--- src/rtl/result_buffer_pkg.sv ---
// Shared DSP constants for the logic-unit datapath and its result buffer.
package result_buffer_pkg;

    localparam int DSP_DATA_WIDTH       = 8;
    localparam int RESULT_BUFFER_WIDTH  = DSP_DATA_WIDTH;
    localparam int RESULT_BUFFER_DEPTH  = 4;

    typedef enum logic [1:0] {
        OP_IDLE = 2'b00,
        OP_PUSH = 2'b01,
        OP_POP  = 2'b10,
        OP_BOTH = 2'b11
    } buffer_op_t;

endpackage

--- src/rtl/result_buffer_mem.sv ---
// Storage array for the result buffer: one synchronous write port, asynchronous read.
module result_buffer_mem
    import result_buffer_pkg::*;
#(
    parameter int WIDTH = RESULT_BUFFER_WIDTH,
    parameter int DEPTH = RESULT_BUFFER_DEPTH,
    localparam int PW   = $clog2(DEPTH)
) (
    input  logic          clk,
    input  logic          we,
    input  logic [PW-1:0] waddr,
    input  logic [WIDTH:0] wdata,
    input  logic [PW-1:0] raddr,
    output logic [WIDTH:0] rdata
);

    // Entries are never cleared; the consumer side masks them with the valid flag.
    logic [WIDTH:0] mem [DEPTH];

    always_ff @(posedge clk) begin
        if (we) begin
            mem[waddr] <= wdata;
        end
    end

    assign rdata = mem[raddr];

endmodule

--- src/rtl/result_buffer.sv ---
// Show-ahead result FIFO behind the bitwise logic stage, storing a zero flag per word.
module result_buffer
    import result_buffer_pkg::*;
#(
    parameter int WIDTH = RESULT_BUFFER_WIDTH,
    parameter int DEPTH = RESULT_BUFFER_DEPTH,
    localparam int PW   = $clog2(DEPTH),
    localparam int CW   = $clog2(DEPTH + 1)
) (
    input  logic             Clk,
    input  logic             Reset,
    input  logic             Flush,
    input  logic [WIDTH-1:0] In_Data,
    input  logic             In_Valid,
    output logic             In_Ready,
    output logic [WIDTH-1:0] Out_Data,
    output logic             Out_Zero,
    output logic             Out_Valid,
    input  logic             Out_Ready,
    output logic [CW-1:0]    Count,
    output logic             Overrun
);

    logic [PW-1:0] wr_ptr;
    logic [PW-1:0] rd_ptr;
    logic [CW-1:0] count;
    logic          overrun;
    logic          full;
    logic          push;
    logic          pop;
    logic          write_en;
    buffer_op_t    op;
    logic [WIDTH:0] head;

    // Handshake readiness depends only on registered occupancy.
    assign full      = (count == CW'(DEPTH));
    assign In_Ready  = !full;
    assign Out_Valid = (count != '0);
    assign push      = In_Valid && !full;
    assign pop       = Out_Valid && Out_Ready;
    assign op        = buffer_op_t'({pop, push});
    assign write_en  = push && !Reset && !Flush;

    always_ff @(posedge Clk) begin
        if (Reset || Flush) begin
            wr_ptr  <= '0;
            rd_ptr  <= '0;
            count   <= '0;
            overrun <= 1'b0;
        end else begin
            if (push) begin
                wr_ptr <= wr_ptr + PW'(1);
            end
            if (pop) begin
                rd_ptr <= rd_ptr + PW'(1);
            end
            case (op)
                OP_PUSH: count <= count + CW'(1);
                OP_POP:  count <= count - CW'(1);
                default: count <= count;
            endcase
            if (In_Valid && full) begin
                overrun <= 1'b1;
            end
        end
    end

    result_buffer_mem #(
        .WIDTH (WIDTH),
        .DEPTH (DEPTH)
    ) u_mem (
        .clk   (Clk),
        .we    (write_en),
        .waddr (wr_ptr),
        .wdata ({(In_Data == '0), In_Data}),
        .raddr (rd_ptr),
        .rdata (head)
    );

    assign Out_Data = head[WIDTH-1:0];
    assign Out_Zero = head[WIDTH];
    assign Count    = count;
    assign Overrun  = overrun;

endmodule

--- config.mk ---
export PLATFORM = sky130hd
export DESIGN_NAME = result_buffer
export DESIGN_NICKNAME = d
export VERILOG_FILES = /design/src/rtl/result_buffer_pkg.sv /design/src/rtl/result_buffer_mem.sv /design/src/rtl/result_buffer.sv
export SDC_FILE = /design/constraint.sdc
export NUM_CORES = 1
export LEC_CHECK = 0
export ABC_CLOCK_PERIOD_IN_PS = 4700
export BUFFER_PORTS_ARGS = -buffer_cell sky130_fd_sc_hd__buf_4
export CAP_MARGIN = 15
export CORE_MARGIN = 10
export CORE_UTILIZATION = 45
export DETAILED_ROUTE_END_ITERATION = 10
export PLACE_DENSITY = 0.71
export SETUP_SLACK_MARGIN = 0.5
export SKIP_CTS_REPAIR_TIMING = 1
export SLEW_MARGIN = 40
export SYNTH_ARGS = -nofsm -noshare
export SYNTH_HDL_FRONTEND = slang
export SYNTH_HIERARCHICAL = 1
export SYNTH_SLANG_ARGS = --single-unit
--- constraint.sdc ---
create_clock -name Clk -period 4.7 [get_ports Clk]
set_clock_uncertainty 0.15 [all_clocks]
set_input_delay 0.47 -clock Clk [delete_from_list [all_inputs] [get_ports Clk]]
set_output_delay 0.47 -clock Clk [all_outputs]
set_load 0.005 [all_outputs]
==> metrics.md <==
| Metric | Value |
|---|---|
| CP max stage cell | `dfxtp_1` |
| Hold Vio Cnt, Final | `0` |
| Vias in the first global route | `1047` |
| Hold Path Class | `in -> reg` |
| FMAX | `406.4 MHz` |
| Clk slew on worst S/H paths | `80 ps` |
| Starting Density | `47.08%` |
| Worst hold stages | `1` |
| Period utilization | `52.35%` |
| GR Overflow Total | `0` |
| Antenna viol nets, final | `0` |
| Final HPWL from detailed placement | `2312 µm` |
| Area delta synth->final | `19.31%` |
| Skew-Pair Late Insertion Delay | `290 ps` |
| Yosys warns | `6` |
| Crit path launch type | `flop` |
| Post-synth net total | `114` |
| Die width | `82.12 µm` |
| Longest Clk Path Bufs | `2` |
| Share of layout cells above drive strength 1 | `36.64%` |
| # H-tree levels | `2` |
| # diodes | `0` |
| Die Y | `82.12 µm` |
| Sw frac | `20.70%` |
| RePlAce Congestion | `0.7321` |
| Post-synthesis adder-cell area fraction | `1.873%` |
| Via Count | `961` |
| Clock root buffer | `clkbuf_8` |
| Core area | `3689 µm²` |
| Combinational power share | `5.9%` |
| Dpl cells | `171` |
| Critical path buffer and inverter count | `1` |
| Total power | `0.0006956 W` |
| Largest family of logic cells by synthesized area | `multiplexers` |
| Top FF cell, synth | `edfxtp_1` |
| Post-Synth XOR/XNOR Area | `2.017%` |
| DR DRC count | `0` |
| Max cap viols | `0` |
| PD cells | `335.7 nW/µm²` |
| Layout fillers | `320` |
| Row count | `22` |
| Cells after Synth | `99` |
| Mean Syn Cell Area | `17.54 µm²` |
| Final core occ | `56.17%` |
| CTS tree | `done` |
| First-pass GRT wire length | `5099 µm` |
| Max IR drop VDD | `0.1859 mV` |
| Reg area | `1241 µm²` |
| Sequential share of the synthesized area | `71.47%` |
| Synth cell count leaders | `edfxtp_1 (36), mux4_2 (9), dfxtp_1 (8), nor2_1 (8), a21oi_1 (5)` |
| Most common cell in the netlist | `edfxtp_1` |
| Ys async rst share | `0%` |
| Yosys cell types | `25` |
| Mux cell area share after synthesis | `11.67%` |
| WS Path Type | `reg -> out` |
| Largest net degree at the start of global routing | `15` |
| Slew HR | `51.25%` |
| CP top delay family | `flip-flops` |
| Post-synth top area cell | `edfxtp_1` |
| Drt wl/cell | `17.55 µm` |
| Crit. End Element | `output port` |
| DRT Wirelength | `3142 µm` |
| R2R Path Start | `Count[2]` |
| I/O Pins | `28` |
| Reg-to-reg slack, setup | `2280 ps` |
| LEAKAGE | `0.7164 nW` |
| Critical Path Fanout Max | `11` |
| Synth Area in Simple Gates | `7.349%` |
| Die area | `6744 µm²` |
| Via density | `5.369` |
| CP required | `4080 ps` |
| Area of the multi-input gates | `461.7 µm²` |
| GRT Overall Usage | `10.33%` |
| Number of flops mapped to enable cells by yosys | `36` |
| Num CTS Buffers | `5` |
| RSZ-0062 raised after global routing | `false` |
| Clock Sinks | `44` |
| Slowest stage delay, CP | `800 ps` |
| Final worst path period need | `2460 ps` |
| Final setup viols | `0` |
| Slew Limit Fails | `0` |
| Outcome | `completed` |
| Reg power frac | `61.9%` |
| Reg2reg end | `Count[2]` |
| Final worst slack | `2240 ps` |
| Top cells by area, synth | `edfxtp_1 (62%), mux4_2 (12%), dfxtp_1 (9.2%)` |
| Layout Nets | `145` |
| Non-Filler Instances | `179` |
| Int Power | `0.0005516 W` |
| Critical path data arrival time | `1840 ps` |
| # port buffers | `27` |
| Critical path, cell by cell | `mux4_2 -> buf_4` |
| Hold_sp | `In_Data[6]` |
| Initial antenna violation count | `0` |
| Place WS | `2275 ps` |
| First DRT Iteration DRCs | `29` |
| #FFs+latches synth | `44` |
| Switch Pwr | `0.0001440 W` |
| Setup_tns | `0 ps` |
| Reg2reg path depth | `9` |
| Clk pwr share | `32.2%` |
| Share of the synthesized area in the top cell type | `62.25%` |
| Worst slew pin tran | `730.2 ps` |
| Hold EP | `u_mem/mem[2][6]` |
| Synth Area in Compound Gates | `3.386%` |
| Mapped cell area | `1737 µm²` |
| DRT Pass-1 Iters | `4` |
## registers in the layout, indices dropped and copies added, names as in the netlist
name,flops
Overrun,1
wr_ptr,2
u_mem/mem,36
rd_ptr,2
Count,3
## how the worst max path moves through the flow
stage | endpoint | slack (ps) | cells after the start | start
5_1_grt | Out_Data[6] | 2100 | 2 | rd_ptr[0]
2_1_floorplan | u_mem/mem[0][0] | 2390 | 4 | Flush
3_3_place_gp | u_mem/mem[0][0] | 2050 | 4 | Flush
4_1_cts | Out_Data[6] | 2170 | 2 | rd_ptr[0]
6_report | Out_Data[2] | 2240 | 2 | rd_ptr[0]
3_5_place_dp | Count[2] | 2280 | 9 | Count[2]
## kinds of logic after synthesis
group,count (synthesis)
compound gates,10
xor+xnor,4
fa+ha+maj,2
buf+inv,8
flops,44
mux,9
simple gates,22
## power by group through the flow
stage | Clock (W) | Combinational (W) | Sequential, W
global placement | 0 | 0.0000400 | 0.000439
floorplan | 0 | 0.0000200 | 0.000437
detailed placement | 0 | 0.0000415 | 0.000440
CTS | 0.000235 | 0.0000418 | 0.000431
finish | 0.000224 | 0.0000409 | 0.000430
global route | 0.000252 | 0.0000455 | 0.000431
## placed cells by master, fill, tap and decap left out
master / count
edfxtp_1: 36
buf_4: 27
mux4_2: 9
dfxtp_1: 8
nor2_1: 8
a21oi_1: 5
clkbuf_8: 5
inv_1: 4
or3_1: 4
o21ai_0: 3
xor2_1: 3
nor3b_2: 2
nand2_1: 2
or4_1: 2
clkinv_2: 2
and3b_1: 2
o31a_2: 1
inv_2: 1
or2_0: 1
o311ai_1: 1
xnor2_1: 1
fa_1: 1
ha_1: 1
clkinv_4: 1
and3_1: 1
## stage by stage
step / cell area, µm² / hold slack [ps]
final: 2072 / 230.7
after CTS: 2072 / 219.7
after detailed placement: 1984 / 316.4
after floorplan: 1737 / 310.4
after global routing: 2072 / 225.1
after global placement: 1979 / 316.2
## per-layer routing
layer	vias up	share of wire [%]	GRT usage, %
met2	23	54	17.79
met1	486	37	10.84
met4	0	1.7	4.082
met3	4	7.2	4.644
li1	448	-	-
met5	-	0	0
## cell type report
cell class / count / area share [%]
flip-flops and latches: 44 / 59.90
multi-input cells: 47 / 22.28
repair buffers: 27 / 9.783
clock buffers: 5 / 3.321
well taps: 48 / 2.899
clock inverters: 3 / 0.9058
inverters: 5 / 0.9058
## worst register-to-register path, delay by kind of cell (launching register included)
kind                     cells  cell delay, ps
adder cells (fa/ha/maj)      2             560
AO/OA/AOI/OAI                1             130
AND/OR/NAND/NOR              3             780
flip-flops                   1             420
buffers and inverters        2             130
XOR/XNOR                     1             160
Power figures use the tool's default switching activity.
